--- config.mk ---
export PLATFORM = sky130hd
export DESIGN_NAME = decode_stage
export DESIGN_NICKNAME = d
export VERILOG_FILES = /design/src/rtl/decode_stage.sv
export SDC_FILE = /design/constraint.sdc
export NUM_CORES = 2
export LEC_CHECK = 0
export ABC_AREA = 1
export CELL_PAD_IN_SITES_DETAIL_PLACEMENT = 1
export CELL_PAD_IN_SITES_GLOBAL_PLACEMENT = 1
export CORE_ASPECT_RATIO = 0.5
export CORE_UTILIZATION = 41
export DETAILED_ROUTE_END_ITERATION = 8
export PLACE_DENSITY = 0.84
export SLEW_MARGIN = 20
export SYNTH_ARGS = -nofsm -noshare
export SYNTH_HDL_FRONTEND = slang
export SYNTH_SLANG_ARGS = --single-unit
--- constraint.sdc ---
create_clock -name clk_i -period 1.2 [get_ports clk_i]
set_input_delay 0.3 -clock clk_i [delete_from_list [all_inputs] [get_ports clk_i]]
set_output_delay 0.3 -clock clk_i [all_outputs]
set_load 0.03 [all_outputs]
--- src/rtl/decode_stage.sv ---
// -----------------------------------------------------------------------------
// decode_stage
//
// Second stage of the MIPS pipeline (IF/ID boundary).
//
// Fetch's pc/ir pair is decoded and captured into one stage register, so every
// output changes on the edge that samples pc_i/ir_i (1-cycle latency). The
// 32x32 register file sits inside this stage. Its two read ports are indexed
// combinationally by ir_i[25:21] and ir_i[20:16], and their values are
// registered as rs_data_o/rt_data_o. Its single write port is driven by
// writeback and updates regardless of stall/flush. r0 always reads as zero.
//
// Optional build macro: DECODE_WB_BYPASS_EN
//   defined   : a same-cycle writeback to a register being read supplies
//               wb_data_i as the captured operand.
//   undefined : the captured operand is the pre-write register value.
//               Execute-side forwarding covers that case.
//
// Ports
//   clk_i, rst_ni        clock (rising edge) / asynchronous active-low reset
//   stall_i, flush_i     hold all outputs / kill the capture (flush wins)
//   pc_i, ir_i           fetch pc and instruction
//   wb_en_i/addr_i/data_i  register file write port
//   valid_o, pc_o        live-instruction flag and its pc
//   rs_o, rt_o, dest_o   register indices
//   rs_data_o, rt_data_o operand values
//   imm_o                extended immediate / shift amount / link value
//   alu_op_o, alu_src_o  ALU function, second-operand select (1 = imm_o)
//   reg_write_o .. jump_reg_o, illegal_o   control flags
//   branch_target_o, jump_target_o         computed targets
// -----------------------------------------------------------------------------
module decode_stage #(
  parameter logic [31:0] RESET_PC = 32'h0000_0000
) (
  input  logic        clk_i,
  input  logic        rst_ni,
  input  logic        stall_i,
  input  logic        flush_i,
  input  logic [31:0] pc_i,
  input  logic [31:0] ir_i,
  input  logic        wb_en_i,
  input  logic [4:0]  wb_addr_i,
  input  logic [31:0] wb_data_i,
  output logic        valid_o,
  output logic [31:0] pc_o,
  output logic [4:0]  rs_o,
  output logic [4:0]  rt_o,
  output logic [4:0]  dest_o,
  output logic [31:0] rs_data_o,
  output logic [31:0] rt_data_o,
  output logic [31:0] imm_o,
  output logic [3:0]  alu_op_o,
  output logic        alu_src_o,
  output logic        reg_write_o,
  output logic        mem_read_o,
  output logic        mem_write_o,
  output logic        branch_o,
  output logic        branch_ne_o,
  output logic        jump_o,
  output logic        jump_reg_o,
  output logic [31:0] branch_target_o,
  output logic [31:0] jump_target_o,
  output logic        illegal_o
);

  localparam logic [3:0] ALU_ADD  = 4'd0;
  localparam logic [3:0] ALU_SUB  = 4'd1;
  localparam logic [3:0] ALU_AND  = 4'd2;
  localparam logic [3:0] ALU_OR   = 4'd3;
  localparam logic [3:0] ALU_XOR  = 4'd4;
  localparam logic [3:0] ALU_NOR  = 4'd5;
  localparam logic [3:0] ALU_SLT  = 4'd6;
  localparam logic [3:0] ALU_SLTU = 4'd7;
  localparam logic [3:0] ALU_SLL  = 4'd8;
  localparam logic [3:0] ALU_SRL  = 4'd9;
  localparam logic [3:0] ALU_SRA  = 4'd10;
  localparam logic [3:0] ALU_PASS = 4'd11;

  typedef struct packed {
    logic reg_write;
    logic mem_read;
    logic mem_write;
    logic branch;
    logic branch_ne;
    logic jump;
    logic jump_reg;
    logic illegal;
  } ctl_t;

  typedef struct packed {
    logic [31:0] pc;
    logic [4:0]  rs;
    logic [4:0]  rt;
    logic [4:0]  dest;
    logic [31:0] rs_data;
    logic [31:0] rt_data;
    logic [31:0] imm;
    logic [3:0]  alu_op;
    logic        alu_src;
    logic [31:0] br_tgt;
    logic [31:0] j_tgt;
  } dat_t;

  logic [31:0]        rf [32];
  logic [4:0]         rs_p0, rt_p0;
  logic [31:0]        rs_val_p0, rt_val_p0;
  logic [31:0]        pc4_p0, sext_p0, zext_p0;
  logic signed [31:0] br_off_p0;
  logic               rw_req_p0;
  ctl_t               ctl_p0, ctl_p1;
  dat_t               dat_p0, dat_p1;
  logic               vld_p1;

  assign rs_p0     = ir_i[25:21];
  assign rt_p0     = ir_i[20:16];
  assign pc4_p0    = pc_i + 32'd4;
  assign sext_p0   = {{16{ir_i[15]}}, ir_i[15:0]};
  assign zext_p0   = {16'h0000, ir_i[15:0]};
  assign br_off_p0 = $signed({{14{ir_i[15]}}, ir_i[15:0], 2'b00});

  // ---- register file write port (independent of stall/flush) ----
  always_ff @(posedge clk_i or negedge rst_ni) begin
    if (!rst_ni) begin
      for (int i = 0; i < 32; i++) rf[i] <= '0;
    end else if (wb_en_i && (wb_addr_i != 5'd0)) begin
      rf[wb_addr_i] <= wb_data_i;
    end
  end

  // ---- stage p0: operand read ----
  always_comb begin
    rs_val_p0 = (rs_p0 == 5'd0) ? 32'd0 : rf[rs_p0];
    rt_val_p0 = (rt_p0 == 5'd0) ? 32'd0 : rf[rt_p0];
`ifdef DECODE_WB_BYPASS_EN
    if (wb_en_i && (wb_addr_i != 5'd0) && (wb_addr_i == rs_p0)) rs_val_p0 = wb_data_i;
    if (wb_en_i && (wb_addr_i != 5'd0) && (wb_addr_i == rt_p0)) rt_val_p0 = wb_data_i;
`endif
  end

  // ---- stage p0: instruction decode ----
  always_comb begin
    ctl_p0         = '0;
    rw_req_p0      = 1'b0;
    dat_p0.pc      = pc_i;
    dat_p0.rs      = rs_p0;
    dat_p0.rt      = rt_p0;
    dat_p0.dest    = 5'd0;
    dat_p0.rs_data = rs_val_p0;
    dat_p0.rt_data = rt_val_p0;
    dat_p0.imm     = '0;
    dat_p0.alu_op  = ALU_ADD;
    dat_p0.alu_src = 1'b0;
    dat_p0.br_tgt  = pc4_p0 + $unsigned(br_off_p0);
    dat_p0.j_tgt   = {pc4_p0[31:28], ir_i[25:0], 2'b00};

    case (ir_i[31:26])
      6'h00: begin
        dat_p0.dest = ir_i[15:11];
        rw_req_p0   = 1'b1;
        case (ir_i[5:0])
          6'h00: begin dat_p0.alu_op = ALU_SLL; dat_p0.imm = {27'd0, ir_i[10:6]}; end
          6'h02: begin dat_p0.alu_op = ALU_SRL; dat_p0.imm = {27'd0, ir_i[10:6]}; end
          6'h03: begin dat_p0.alu_op = ALU_SRA; dat_p0.imm = {27'd0, ir_i[10:6]}; end
          6'h08: begin ctl_p0.jump_reg = 1'b1; rw_req_p0 = 1'b0; end
          6'h20, 6'h21: dat_p0.alu_op = ALU_ADD;
          6'h22, 6'h23: dat_p0.alu_op = ALU_SUB;
          6'h24: dat_p0.alu_op = ALU_AND;
          6'h25: dat_p0.alu_op = ALU_OR;
          6'h26: dat_p0.alu_op = ALU_XOR;
          6'h27: dat_p0.alu_op = ALU_NOR;
          6'h2A: dat_p0.alu_op = ALU_SLT;
          6'h2B: dat_p0.alu_op = ALU_SLTU;
          default: begin
            ctl_p0.illegal = 1'b1;
            rw_req_p0      = 1'b0;
            dat_p0.dest    = 5'd0;
          end
        endcase
      end
      6'h02: ctl_p0.jump = 1'b1;
      6'h03: begin
        // jal: the link value rides on imm_o and the ALU passes it through.
        ctl_p0.jump    = 1'b1;
        rw_req_p0      = 1'b1;
        dat_p0.dest    = 5'd31;
        dat_p0.imm     = pc4_p0;
        dat_p0.alu_op  = ALU_PASS;
        dat_p0.alu_src = 1'b1;
      end
      6'h04, 6'h05: begin
        ctl_p0.branch    = 1'b1;
        ctl_p0.branch_ne = ir_i[26];
        dat_p0.dest      = rt_p0;
        dat_p0.imm       = sext_p0;
        dat_p0.alu_op    = ALU_SUB;
      end
      6'h08, 6'h09, 6'h0A, 6'h0B, 6'h23, 6'h2B: begin
        dat_p0.dest    = rt_p0;
        dat_p0.imm     = sext_p0;
        dat_p0.alu_src = 1'b1;
        case (ir_i[31:26])
          6'h0A:   dat_p0.alu_op = ALU_SLT;
          6'h0B:   dat_p0.alu_op = ALU_SLTU;
          default: dat_p0.alu_op = ALU_ADD;
        endcase
        ctl_p0.mem_read  = (ir_i[31:26] == 6'h23);
        ctl_p0.mem_write = (ir_i[31:26] == 6'h2B);
        rw_req_p0        = (ir_i[31:26] != 6'h2B);
      end
      6'h0C, 6'h0D, 6'h0E: begin
        dat_p0.dest    = rt_p0;
        dat_p0.imm     = zext_p0;
        dat_p0.alu_src = 1'b1;
        rw_req_p0      = 1'b1;
        case (ir_i[27:26])
          2'b00:   dat_p0.alu_op = ALU_AND;
          2'b01:   dat_p0.alu_op = ALU_OR;
          default: dat_p0.alu_op = ALU_XOR;
        endcase
      end
      6'h0F: begin
        dat_p0.dest    = rt_p0;
        dat_p0.imm     = {ir_i[15:0], 16'h0000};
        dat_p0.alu_op  = ALU_PASS;
        dat_p0.alu_src = 1'b1;
        rw_req_p0      = 1'b1;
      end
      default: ctl_p0.illegal = 1'b1;
    endcase

    // Writes to r0 are architecturally void; this also turns 32'h0 into a nop.
    ctl_p0.reg_write = rw_req_p0 && (dat_p0.dest != 5'd0);
  end

  // ---- stage p1: IF/ID output register ----
  always_ff @(posedge clk_i or negedge rst_ni) begin
    if (!rst_ni) begin
      vld_p1    <= 1'b0;
      ctl_p1    <= '0;
      dat_p1    <= '0;
      dat_p1.pc <= RESET_PC;
    end else if (flush_i) begin
      vld_p1 <= 1'b0;
      ctl_p1 <= '0;
    end else if (!stall_i) begin
      vld_p1 <= 1'b1;
      ctl_p1 <= ctl_p0;
      dat_p1 <= dat_p0;
    end
  end

  assign valid_o         = vld_p1;
  assign pc_o            = dat_p1.pc;
  assign rs_o            = dat_p1.rs;
  assign rt_o            = dat_p1.rt;
  assign dest_o          = dat_p1.dest;
  assign rs_data_o       = dat_p1.rs_data;
  assign rt_data_o       = dat_p1.rt_data;
  assign imm_o           = dat_p1.imm;
  assign alu_op_o        = dat_p1.alu_op;
  assign alu_src_o       = dat_p1.alu_src;
  assign branch_target_o = dat_p1.br_tgt;
  assign jump_target_o   = dat_p1.j_tgt;
  assign reg_write_o     = ctl_p1.reg_write;
  assign mem_read_o      = ctl_p1.mem_read;
  assign mem_write_o     = ctl_p1.mem_write;
  assign branch_o        = ctl_p1.branch;
  assign branch_ne_o     = ctl_p1.branch_ne;
  assign jump_o          = ctl_p1.jump;
  assign jump_reg_o      = ctl_p1.jump_reg;
  assign illegal_o       = ctl_p1.illegal;

endmodule

==> results of run 1 <==
[routing by layer]
metal | GRT overflow | track usage
met1 | 28 | 0.772
met2 | 156 | 0.892
met3 | 38 | 0.773
met4 | 166 | 0.743
met5 | 1 | 0.693
[stage by stage]
stage / TNS, ns / cells
2_1_floorplan: -297.37 / 8842
3_3_place_gp: -1112.64 / 11795
3_5_place_dp: -1197.87 / 11795
4_1_cts: -131.73 / 12204
[kinds of logic after synthesis]
kind of cell	count (synthesis)
buffers and inverters	1224
xor gates and xnor gates	21
adders and majority gates	36
and+or+nand+nor	3098
AOI/OAI and AO/OA	3230
other	1
DFF	1231
[synth_stat cells, drive strengths merged (2+ instances only)]
master | count | area (um^2)
o31ai | 3 | 22.5
nor3 | 22 | 125
nand3 | 383 | 1920
nor2 | 736 | 2780
or2 | 7 | 43.8
buf | 157 | 748
and2 | 4 | 25.0
xor2 | 8 | 70.1
o21a | 3 | 22.5
o22ai | 61 | 382
clkinv | 2 | 7.51
clkbuf | 617 | 2320
o21ai | 2215 | 11100
nand4 | 17 | 106
ha | 35 | 438
nand3b | 6 | 45.0
a31oi | 5 | 31.3
xnor2 | 13 | 114
a21oi | 657 | 3290
o221ai | 35 | 307
nand2 | 1920 | 7220
nor4 | 2 | 27.5
o21bai | 8 | 60.1
inv | 448 | 1680
dfrtp | 1231 | 30800
o211ai | 234 | 1760
a21o | 3 | 22.5
[repair_timing]
item	4_1_cts
hold buffers	16
pin swaps	393
endpoints found under the setup margin	1346
buffers inserted	168
resized for setup	1369
endpoints found under the hold margin	1246
gates cloned	9
==> results_dict.tcl, run 1 <==
set metrics [dict create \
    yosysWarnings 0 \
    status "aborted with a tool error" \
    port_buffers 324 \
    fp.dieH_um 285 \
    synth_top_family_by_area "compound AO/OA/AOI/OAI gates" \
    ys.flop_type "dfrtp_1" \
    die_w_um 567 \
    grt_util_all_layers 0.800 \
    stop_stage "global routing (5_1_grt)" \
    netlist_area_mm2 0.0655 \
    cts_htree_levels 3 \
    worst_endpoint_kind "register data pin" \
    synth_async_sr_flop_share 1.00 \
    cts_buffers 118 \
    syn_inst 8841 \
    dp_hpwl_um 227000 \
    place_ws_ns -2.32 \
    synth.yosys.seq_area_share 0.470 \
    error "[ERROR GRT-0232] Routing congestion too high. Check the congestion heatmap in the GUI." \
    placed_area_mm2 0.0820 \
    synthSimpleGateAreaFrac 0.188 \
    cts_buffer_depth 3 \
    synth_cell_types 44 \
    synthXorXnorAreaFrac 0.00281 \
    muxShareOfSynthArea 0 \
    num_rows 103 \
    clock-sinks 1231 \
    ys_seq_elements 1231 \
    grt_max_degree 88 \
    cts-root-buf "clkbuf_16" \
    synth-edff-count 0 \
    syn_avg_cell_area_um2 7.41 \
    synth_adder_area_share 0.00699 \
    crit_endpoint "branch_target_o[28]$_DFFE_PN0P_/D" \
    pin_count 327 \
    start_util 0.414 \
    synth_compound_area_frac 0.260 \
    gp_congestion 0.952 \
    overflow 389 \
]
==> run 2: changes to the inputs <==
- CELL_PAD_IN_SITES_DETAIL_PLACEMENT: 1 -> not set
- CELL_PAD_IN_SITES_GLOBAL_PLACEMENT: 1 -> not set
- CORE_ASPECT_RATIO: 0.5 -> not set
- CORE_UTILIZATION: 41 -> 40
- PLACE_DENSITY: 0.84 -> not set
- PLACE_DENSITY_LB_ADDON: not set -> 0.15
- clock period: 1.2 -> 1.6 ns (I/O delays scaled with it)
==> run 2 against run 1 <==
Effect of this change:
- the flow now finishes, with violations (hold timing, setup timing)
- synthesized area unchanged
- synthesized cell count unchanged
==> results_dict.tcl, run 2 <==
set metrics [dict create \
    num_rows 148 \
    r2r_start "rf[723]" \
    pin_count 327 \
    nets 9798 \
    synth.area.top_cells "dfrtp_1, o21ai_0, nand2_1" \
    period_share 1.22 \
    status "complete, but fails checks" \
    port_buffers 324 \
    period_needed_ns 1.95 \
    crit_type "in2reg" \
    num_vias 68841 \
    netlist_area_mm2 0.0655 \
    ff_latch_area_mm2 0.0309 \
    setup_violations 241 \
    synthTopCellsByCount "o21ai_0, nand2_1, dfrtp_1" \
    synthToLayoutAreaGrowth_pct 35.4 \
    grt_pass1_wl_um 432000 \
    final_layout_size_suffix_gt1_frac 0.206 \
    cts_tree "done" \
    startpoint_type "input port" \
    cp.depth 20 \
    crit_arrival_ns 2.64 \
    die_w_um 407 \
    maxCapViolations 0 \
    place_ws_ns -1.88 \
    wirelength_um 293000 \
    swShare 0.324 \
    ys.flop_type "dfrtp_1" \
    clock-sinks 1231 \
    power.density_mw_per_mm2 1130 \
    worstPathRequired_ns 2.29 \
    syn_avg_cell_area_um2 7.41 \
    worst_clock_skew_ns 0.0356 \
    critPathBufInv 3 \
    pwr-share-seq 0.412 \
    synth_top_cell_by_area "dfrtp_1" \
    regMostFlops "rf" \
    yosys.area.top_type_share 0.470 \
    synth_async_sr_flop_share 1.00 \
    overflow 0 \
    grt_util_all_layers 0.350 \
    yosysMostFrequentCell "o21ai_0" \
    clock_latency_ns 0.81 \
    synth-edff-count 0 \
    synth.yosys.seq_area_share 0.470 \
    fmax_ghz 0.513 \
    cts.clk_slew.worst_paths_ns 0.07 \
    yosysWarnings 0 \
    antenna_found_initial 5 \
    grt_pass1_vias 65045 \
    via_per_inst 5.76 \
    violations "hold timing, setup timing" \
    p_leak_nw 40.6 \
    antenna_left 0 \
    intPower_w 0.0676 \
    hold_ws_ns -0.00222 \
    mostFrequentLayoutCells "o21ai_0, nand2_1, dfrtp_1" \
    largest_register_ffs 1024 \
    crit_path_max_fanout 3 \
    path_cells "buf_6 > ha_4 > nand3_4 > nor2_4 > nand2_4 > nor2_4 > nand2_4 > o21ai_4 > inv_4 > ha_4 > nand2_4 > buf_4 > nor2_4 > nand2_1 > nor3_2 > nand2_1 > nand2_1 > nand2_1 > nand3_1 > nand2_1" \
    grt_setup_unrepaired "true" \
    cts_buffer_depth 3 \
    min-delay-start "ir_i[27]" \
    layout_commonest_cell "o21ai_0" \
    drt_iter0_markers 8636 \
    r2r-end "rs_data_o[19]" \
    die_area_mm2 0.165 \
    gp_congestion 0.946 \
    pwr-share-clk 0.352 \
    core_region_area_mm2 0.163 \
    comb_power_share 0.236 \
    drc 0 \
    reg2reg_depth 9 \
    setup_slack_ns -0.350 \
    multi_input_area_mm2 0.0321 \
    worst-slew-pin-transition_ns 0.586 \
    cts-root-buf "clkbuf_16" \
    synth_cell_types 44 \
    max_stage_delay_ns 0.29 \
    hold_viol_final 1 \
    start_util 0.403 \
    irDropWorstVdd_mv 1.26 \
    power.switching_w 0.0324 \
    regToRegSetupSlack_ns 0.03 \
    fp.dieH_um 407 \
    grt_max_degree 87 \
    max-slew-margin-rel 0.608 \
    crit_family "simple AND/OR/NAND/NOR gates" \
    endpoint_kind "register" \
    fill_cells 15021 \
    slowest_stage "ha_4" \
    holdPathStages 2 \
    wl_per_cell_um 24.5 \
    slew_viol_final 0 \
    min_to "jump_o" \
    cts_buffers 148 \
    hold_class "in2reg" \
    cts_htree_levels 4 \
    crit_path_frequent_cell "nand2_1" \
    drt-pass1-iter-count 8 \
    ys_seq_elements 1231 \
    syn_inst 8841 \
    dp_hpwl_um 199000 \
]
-- run 2: repair_timing --
item / CTS / global route
cloned: 0 / 1
hold buffers: 17 / 0
endpoints found under the setup margin: 270 / 316
pin swaps: 174 / 86
setup buffers: 75 / 42
gates resized for setup: 1409 / 118
endpoints found under the hold margin: 735 / 0
-- run 2: per-layer routing --
metal / global-route usage / part of all wire / wire (um)
met1: 0.467 / 0.41 / 119000
met2: 0.541 / 0.45 / 131000
met3: 0.0623 / 0.087 / 25300
met4: 0.182 / 0.059 / 17300
met5: 0 / 0.00058 / 170
-- run 2: per-stage QoR --
step | utilization | instance area [um^2] | power [W] | setup TNS [ns] | cells
final | 0.545 | 88700 | 0.100 | -44.62 | 11953
after global routing | 0.545 | 88700 | 0.105 | -53.79 | 11951
after detailed placement | 0.495 | 80600 | 0.0633 | -700.02 | 11550
after floorplan | - | 66000 | 0.0524 | -16.08 | 8842
after global placement | 0.495 | 80600 | 0.0628 | -674.90 | 11550
after CTS | 0.541 | 88000 | 0.0996 | -51.89 | 11906
-- run 2: layout make-up --
class                   count  share of cell area
inverters                 450              0.0195
repair buffers           1438               0.184
diodes                      5            0.000141
clock buffers             208              0.0480
clock inverters            59             0.00831
flip-flops and latches   1231               0.348
multi-input cells        6387               0.362
well taps                2175              0.0307
-- run 2: kinds of logic after synthesis --
kind of cell | Yosys count | share of synthesized area
compound gates | 3230 | 0.260
xor+xnor | 21 | 0.00281
fa+ha+maj | 36 | 0.00699
buf+inv | 1224 | 0.0725
flops | 1231 | 0.470
other cells | 1 | 0.0000572
simple gates | 3098 | 0.188
-- run 2: worst max-delay path by stage --
stage | end | startpoint | slack [ns]
floorplan | branch_target_o[18] | pc_i[3] | -0.86
global placement | branch_target_o[30] | pc_i[17] | -1.90
detailed placement | branch_target_o[29] | pc_i[6] | -1.88
CTS | branch_target_o[27] | branch_target_o[27] | -0.35
global route | branch_target_o[24] | pc_i[2] | -0.47
finish | branch_target_o[27] | pc_i[3] | -0.35
-- run 2: power groups by stage --
stage | Clock [W] | Combinational, W | Sequential (W)
after global placement | 0 | 0.0215 | 0.0412
after CTS | 0.0356 | 0.0230 | 0.0410
final | 0.0352 | 0.0236 | 0.0412
after floorplan | 0 | 0.0111 | 0.0413
after detailed placement | 0 | 0.0220 | 0.0413
after global routing | 0.0369 | 0.0259 | 0.0417
Power figures use the tool's default switching activity.
